**src/rtl/quad_track_array.sv**
```systemverilog
// Multi-channel quadrature trackball/spinner counter array: two-flop synchronisers,
// per-channel glitch filter, Gray-code step decode and a registered read-and-clear port.
module quad_track_array #(
    parameter int NCH  = 4,
    parameter int CW   = 8,
    parameter int FILT = 3,
    parameter int SAT  = 0
) (
    input  logic                                     clk,
    input  logic                                     reset,
    input  logic                                     ce,
    input  logic [NCH-1:0]                           qa,
    input  logic [NCH-1:0]                           qb,
    input  logic [NCH-1:0]                           invert,
    input  logic [((NCH > 1) ? $clog2(NCH) : 1)-1:0] addr,
    input  logic                                     rd,
    input  logic                                     clr,
    output logic [CW-1:0]                            data,
    output logic [NCH-1:0]                           dir,
    output logic [NCH-1:0]                           err
);

    localparam int AW  = (NCH > 1) ? $clog2(NCH) : 1;
    localparam int CWP = CW + 2;
    localparam logic [2:0] FILT_R = 3'(FILT);
    localparam logic signed [CW+1:0] CMAX = CWP'((1 << CW) - 1);

    function automatic logic [CW-1:0] wrap_cnt(input logic signed [CW+1:0] sum);
        return sum[CW-1:0];
    endfunction

    function automatic logic [CW-1:0] sat_cnt(input logic signed [CW+1:0] sum);
        if (sum[CW+1]) return '0;
        if (sum > CMAX) return '1;
        return sum[CW-1:0];
    endfunction

    function automatic logic [CW-1:0] next_cnt(input logic [CW-1:0] cur, input logic dec);
        logic signed [CW+1:0] delta;
        logic signed [CW+1:0] sum;
        delta = dec ? '1 : CWP'(1);
        sum   = $signed({2'b00, cur}) + delta;
        return (SAT != 0) ? sat_cnt(sum) : wrap_cnt(sum);
    endfunction

    // Returns {legal, reverse} for an {A,B} transition; both bits changing is illegal.
    function automatic logic [1:0] decode(input logic [1:0] old_s, input logic [1:0] new_s);
        case ({old_s, new_s})
            4'b00_01, 4'b01_11, 4'b11_10, 4'b10_00: return 2'b10;
            4'b01_00, 4'b11_01, 4'b10_11, 4'b00_10: return 2'b11;
            default:                                return 2'b00;
        endcase
    endfunction

    logic [NCH-1:0] qa_p0, qb_p0, qa_p1, qb_p1;
    logic [1:0]     cand_p2 [NCH];
    logic [2:0]     run_p2  [NCH];
    logic [1:0]     acc_p2  [NCH];
    logic [NCH-1:0] init_p2;
    logic [CW-1:0]  cnt_p2  [NCH];

    logic [1:0]     smp_nx  [NCH];
    logic [1:0]     dc_nx   [NCH];
    logic [1:0]     cand_nx [NCH];
    logic [2:0]     run_nx  [NCH];
    logic [CW-1:0]  cnt_nx  [NCH];
    logic [NCH-1:0] vld_p2, step_en, err_set, dec_nx, clr_hit;
    logic [CW-1:0]  rd_val;

    // Stage p2: filter advance, acceptance, decode and read mux
    always_comb begin
        rd_val = '0;
        for (int i = 0; i < NCH; i++) begin
            smp_nx[i]  = {qa_p1[i], qb_p1[i]};
            cand_nx[i] = cand_p2[i];
            run_nx[i]  = run_p2[i];
            if (ce) begin
                if (smp_nx[i] == cand_p2[i]) begin
                    if (run_p2[i] != FILT_R) run_nx[i] = run_p2[i] + 3'd1;
                end else begin
                    cand_nx[i] = smp_nx[i];
                    run_nx[i]  = 3'd1;
                end
            end
            // While init is set the first full run is accepted even if it matches.
            vld_p2[i]  = ce && (run_nx[i] == FILT_R) &&
                         (init_p2[i] || (cand_nx[i] != acc_p2[i]));
            dc_nx[i]   = decode(acc_p2[i], cand_nx[i]);
            step_en[i] = vld_p2[i] && !init_p2[i] && dc_nx[i][1];
            err_set[i] = vld_p2[i] && !init_p2[i] && !dc_nx[i][1];
            dec_nx[i]  = dc_nx[i][0] ^ invert[i];
            cnt_nx[i]  = next_cnt(cnt_p2[i], dec_nx[i]);
            clr_hit[i] = clr && (addr == AW'(i));
            if (addr == AW'(i)) rd_val = cnt_p2[i];
        end
    end

    always_ff @(posedge clk or posedge reset) begin
        if (reset) begin
            qa_p0   <= '0;
            qb_p0   <= '0;
            qa_p1   <= '0;
            qb_p1   <= '0;
            init_p2 <= '1;
            data    <= '0;
            dir     <= '0;
            err     <= '0;
            for (int i = 0; i < NCH; i++) begin
                cand_p2[i] <= '0;
                run_p2[i]  <= '0;
                acc_p2[i]  <= '0;
                cnt_p2[i]  <= '0;
            end
        end else begin
            // Stage p0/p1: two-flop synchroniser
            qa_p0 <= qa;
            qb_p0 <= qb;
            qa_p1 <= qa_p0;
            qb_p1 <= qb_p0;
            // Stage p2: filter state, counters, flags and read register
            if (rd) data <= rd_val;
            for (int i = 0; i < NCH; i++) begin
                cand_p2[i] <= cand_nx[i];
                run_p2[i]  <= run_nx[i];
                if (vld_p2[i]) begin
                    acc_p2[i]  <= cand_nx[i];
                    init_p2[i] <= 1'b0;
                end
                if (step_en[i]) dir[i] <= dec_nx[i];
                if (clr_hit[i]) begin
                    cnt_p2[i] <= '0;
                    err[i]    <= 1'b0;
                end else begin
                    if (step_en[i]) cnt_p2[i] <= cnt_nx[i];
                    if (err_set[i]) err[i] <= 1'b1;
                end
            end
        end
    end

endmodule

```
**config.mk**
```make
export PLATFORM = sky130hd
export DESIGN_NAME = quad_track_array
export DESIGN_NICKNAME = d
export VERILOG_FILES = /design/src/rtl/quad_track_array.sv
export SDC_FILE = /design/constraint.sdc
export NUM_CORES = 1
export LEC_CHECK = 0
export CORE_ASPECT_RATIO = 2
export CORE_MARGIN = 5
export CORE_UTILIZATION = 30
export CTS_BUF_LIST = sky130_fd_sc_hd__clkbuf_4 sky130_fd_sc_hd__clkbuf_8
export DETAILED_ROUTE_END_ITERATION = 7
export PLACE_DENSITY = 0.55
export SKIP_LAST_GASP = 1
export SLEW_MARGIN = 20
export SYNTH_ARGS = -nofsm -noshare
export SYNTH_HDL_FRONTEND = slang
export SYNTH_SLANG_ARGS = --single-unit
```
**constraint.sdc**
```tcl
create_clock -name clk -period 3.49 [get_ports clk]
set_clock_uncertainty 0.05 [all_clocks]
set_input_delay 0.5235 -clock clk [delete_from_list [all_inputs] [get_ports clk]]
set_output_delay 0.5235 -clock clk [all_outputs]
set_load 0.01 [all_outputs]
```
==> impl_metrics.py <==
metrics = {
    "run_status": {
        "status": "finished, final reports clean",
    },
    "sta": {
        "period_needed_ns": 3.30,
        "fmax_ghz": 0.303,
        "hold_slack_ns": 0.305,
        "rsz0062_at_grt": "yes",
        "setup_viol": 0,
        "post-route-period-util": 0.947,
        "worst_pin_slew_ns": 0.748,
        "slew_headroom": 0.500,
        "slew_violations": 0,
        "hold_viol_final": 0,
    },
    "synthesis": {
        "synth_top_cell_area_share": 0.377,
        "synth_nets": 622,
        "ys_top_cells_by_area": "dfrtp_1 (38%), ha_1 (9.0%), mux4_2 (4.4%)",
        "netlist-cell-type-count": 63,
        "synth-seq-area-share": 0.395,
        "synth_area_um2": 6100,
        "syn_avg_cell_area_um2": 11.0,
        "synthFlopType": "dfrtp_1",
        "synth-edff-count": 0,
        "synthArstFlopShare": 1.00,
        "yosysWarnings": 0,
        "synth_seq_cells": 96,
        "synth_common_cells": "dfrtp_1 (92), a21oi_1 (45), ha_1 (44), o21ai_0 (44), nand3_1 (28)",
        "netlist_instances": 555,
        "synth.most_common_cell": "dfrtp_1",
        "yosys.area.top_type": "dfrtp_1",
    },
    "critical_path": {
        "r2r_cells": 13,
        "worst_ep_arrival_time_ns": 3.56,
        "worstSetupStartpointType": "input port",
        "worst-setup-path-type": "in2reg",
        "crit_chain": "buf_6, buf_12, mux2i_2, inv_1, ha_1, mux4_2, xnor2_4, inv_2, ha_1, a211oi_2, o21ai_1, a21o_1, a211oi_2, mux2i_1",
        "path_buf_inv": 4,
        "path_max_fanout": 9,
        "cp.depth": 14,
        "cp_slowest_stage_delay_ns": 0.53,
        "cp_top_family": "multiplexers",
        "required_ns": 3.74,
        "crit_path_top_delay_cell": "mux4_2",
        "end_kind": "flop",
    },
    "floorplanning": {
        "die_h_um": 212,
        "initial_utilization": 0.305,
        "io_pins": 35,
        "die_w_um": 111,
        "dieArea_um2": 23500,
        "core_area_um2": 20000,
        "rows": 73,
    },
    "detailed_routing": {
        "wl_mm": 15.3,
        "vias_per_cell": 5.07,
        "post_drt_wl_per_cell_um": 16.4,
        "vias": 4716,
        "drtPass1Iterations": 4,
        "first_iter_violations": 118,
        "ant_nets": 0,
        "drc": 0,
    },
    "cts": {
        "cts_max_level": 3,
        "cts_sinks": 96,
        "clk_latency_ns": 0.38,
        "cts_buffers": 9,
        "cts.path.max_buffers": 2,
        "clk_pin_slew_ns": 0.09,
        "root_buffer": "clkbuf_8",
        "tritoncts": "done",
    },
    "finish": {
        "fillerInstances": 1934,
        "area_delta_synth_final_pct": 25.0,
        "final_cell_count_no_fill": 930,
        "stdcell_area_um2": 7630,
        "drive_gt1_frac": 0.253,
        "layout.nets": 730,
        "fin_util": 0.381,
        "diodes": 0,
    },
    "placement": {
        "gp_congestion": 0.826,
        "dp_cells": 911,
        "portBuffers": 34,
        "placed_cell_area_um2": 7350,
        "place_hpwl_mm": 12.3,
    },
    "grt": {
        "grt.overflow.total": 0,
        "grt_first_pass_wirelength_mm": 25.3,
        "grt_pass1_vias": 5133,
        "track_usage": 0.134,
        "grt_antenna_before_repair": 0,
        "grt_max_degree": 57,
    },
    "hold_path": {
        "hold_depth": 0,
        "min_path_type": "reg2reg",
    },
    "pwr": {
        "p_per_area_nw_per_um2": 615,
        "p_leak_nw": 3.27,
        "vdd_drop_max_mv": 0.254,
    },
    "run": {
        "maxCapViolCount": 0,
    },
}
## worst paths after layout
check | from | end | slack, ns
setup / recovery | ce | cnt_p2[23] | 0.19
hold / removal | qa_p0[0] | qa_p1[0] | 0.31
setup reg to reg | qb_p1[2] | cnt_p2[15] | 0.21
hold reg to reg | qa_p0[0] | qa_p1[0] | 0.31
max in group asynchronous | reset | init_p2[2] | 2.13
min in group asynchronous | reset | qb_p1[1] | 0.50
## worst reg2reg max path, stage by stage, from the launching register on
cell,delay [ns]
dfrtp_1,0.43
mux2i_4,0.16
inv_1,0.10
ha_1,0.20
mux4_2,0.50
xnor2_2,0.18
inv_1,0.15
buf_4,0.17
ha_1,0.19
nor4_1,0.25
o21ai_0,0.17
a21o_1,0.22
a211oi_2,0.23
mux2i_1,0.21
## repair_timing
action                                  4_1_cts  5_1_grt
resized for setup                             1        4
buffers inserted                              0        3
hold buffers                                  0        0
endpoints found under the setup margin        4        6
pin swaps                                     0        1
## report_power, final
group,switching [W],total (W),internal (W),leakage (nW)
Combinational,0.00116,0.00227,0.00111,1.91
Sequential,0.000218,0.00152,0.00131,1.24
Clock,0.000417,0.000896,0.000479,0.124
## per-stage QoR
step	setup TNS, ns	setup WS, ns	total power [W]
floorplan	-0.145	-0.0481	0.00305
global placement	-3.80	-0.424	0.00373
detailed placement	-4.99	-0.455	0.00381
CTS	0	0.0601	0.00473
global route	-0.00839	-0.00839	0.00503
finish	0	0.186	0.00469
## routing by layer
layer	track usage	part of all wire
met3	0.0163	0.015
met4	0.0714	0.040
met1	0.120	0.34
met2	0.283	0.60
met5	0	0
## cells by family after synthesis
logic type	Yosys count	synth area share
multiplexers	34	0.0902
adder cells (fa/ha/maj)	48	0.103
buffers and inverters	38	0.0289
flip-flops	96	0.395
XOR/XNOR	40	0.0689
AO/OA/AOI/OAI	178	0.211
AND/OR/NAND/NOR	121	0.103
## cells in the final DEF, fill, tap and decap left out, drive strengths merged, types with 7 or more instances in the layout
cell type / n
xnor2: 28
a21o: 7
a31oi: 8
mux4: 12
mux2: 10
o21ai: 44
nand2: 19
nor2: 25
nand3: 32
a21oi: 45
ha: 44
xor2: 8
nor3: 14
clkdlybuf4s50: 33
o21a: 14
mux2i: 12
clkbuf: 9
a211oi: 9
buf: 76
dfrtp: 92
o21bai: 8
nand2b: 8
o31a: 8
inv: 28
## sequential cells by signal, summed over array words and instances (netlist names)
name,count
cnt_p2,32
run_p2,12
acc_p2,8
cand_p2,8
data,8
dir,4
err,4
init_p2,4
qa_p0,4
qa_p1,4
qb_p0,4
qb_p1,4
## cell type report
class | count | area, um2 | area share
multi-input cells | 421 | 3620 | 0.475
flip-flops and latches | 96 | 2410 | 0.316
repair buffers | 109 | 930 | 0.122
well taps | 262 | 328 | 0.0430
clock buffers | 9 | 124 | 0.0162
clock inverters | 7 | 118 | 0.0154
inverters | 26 | 100 | 0.0131
Power figures use the tool's default switching activity.
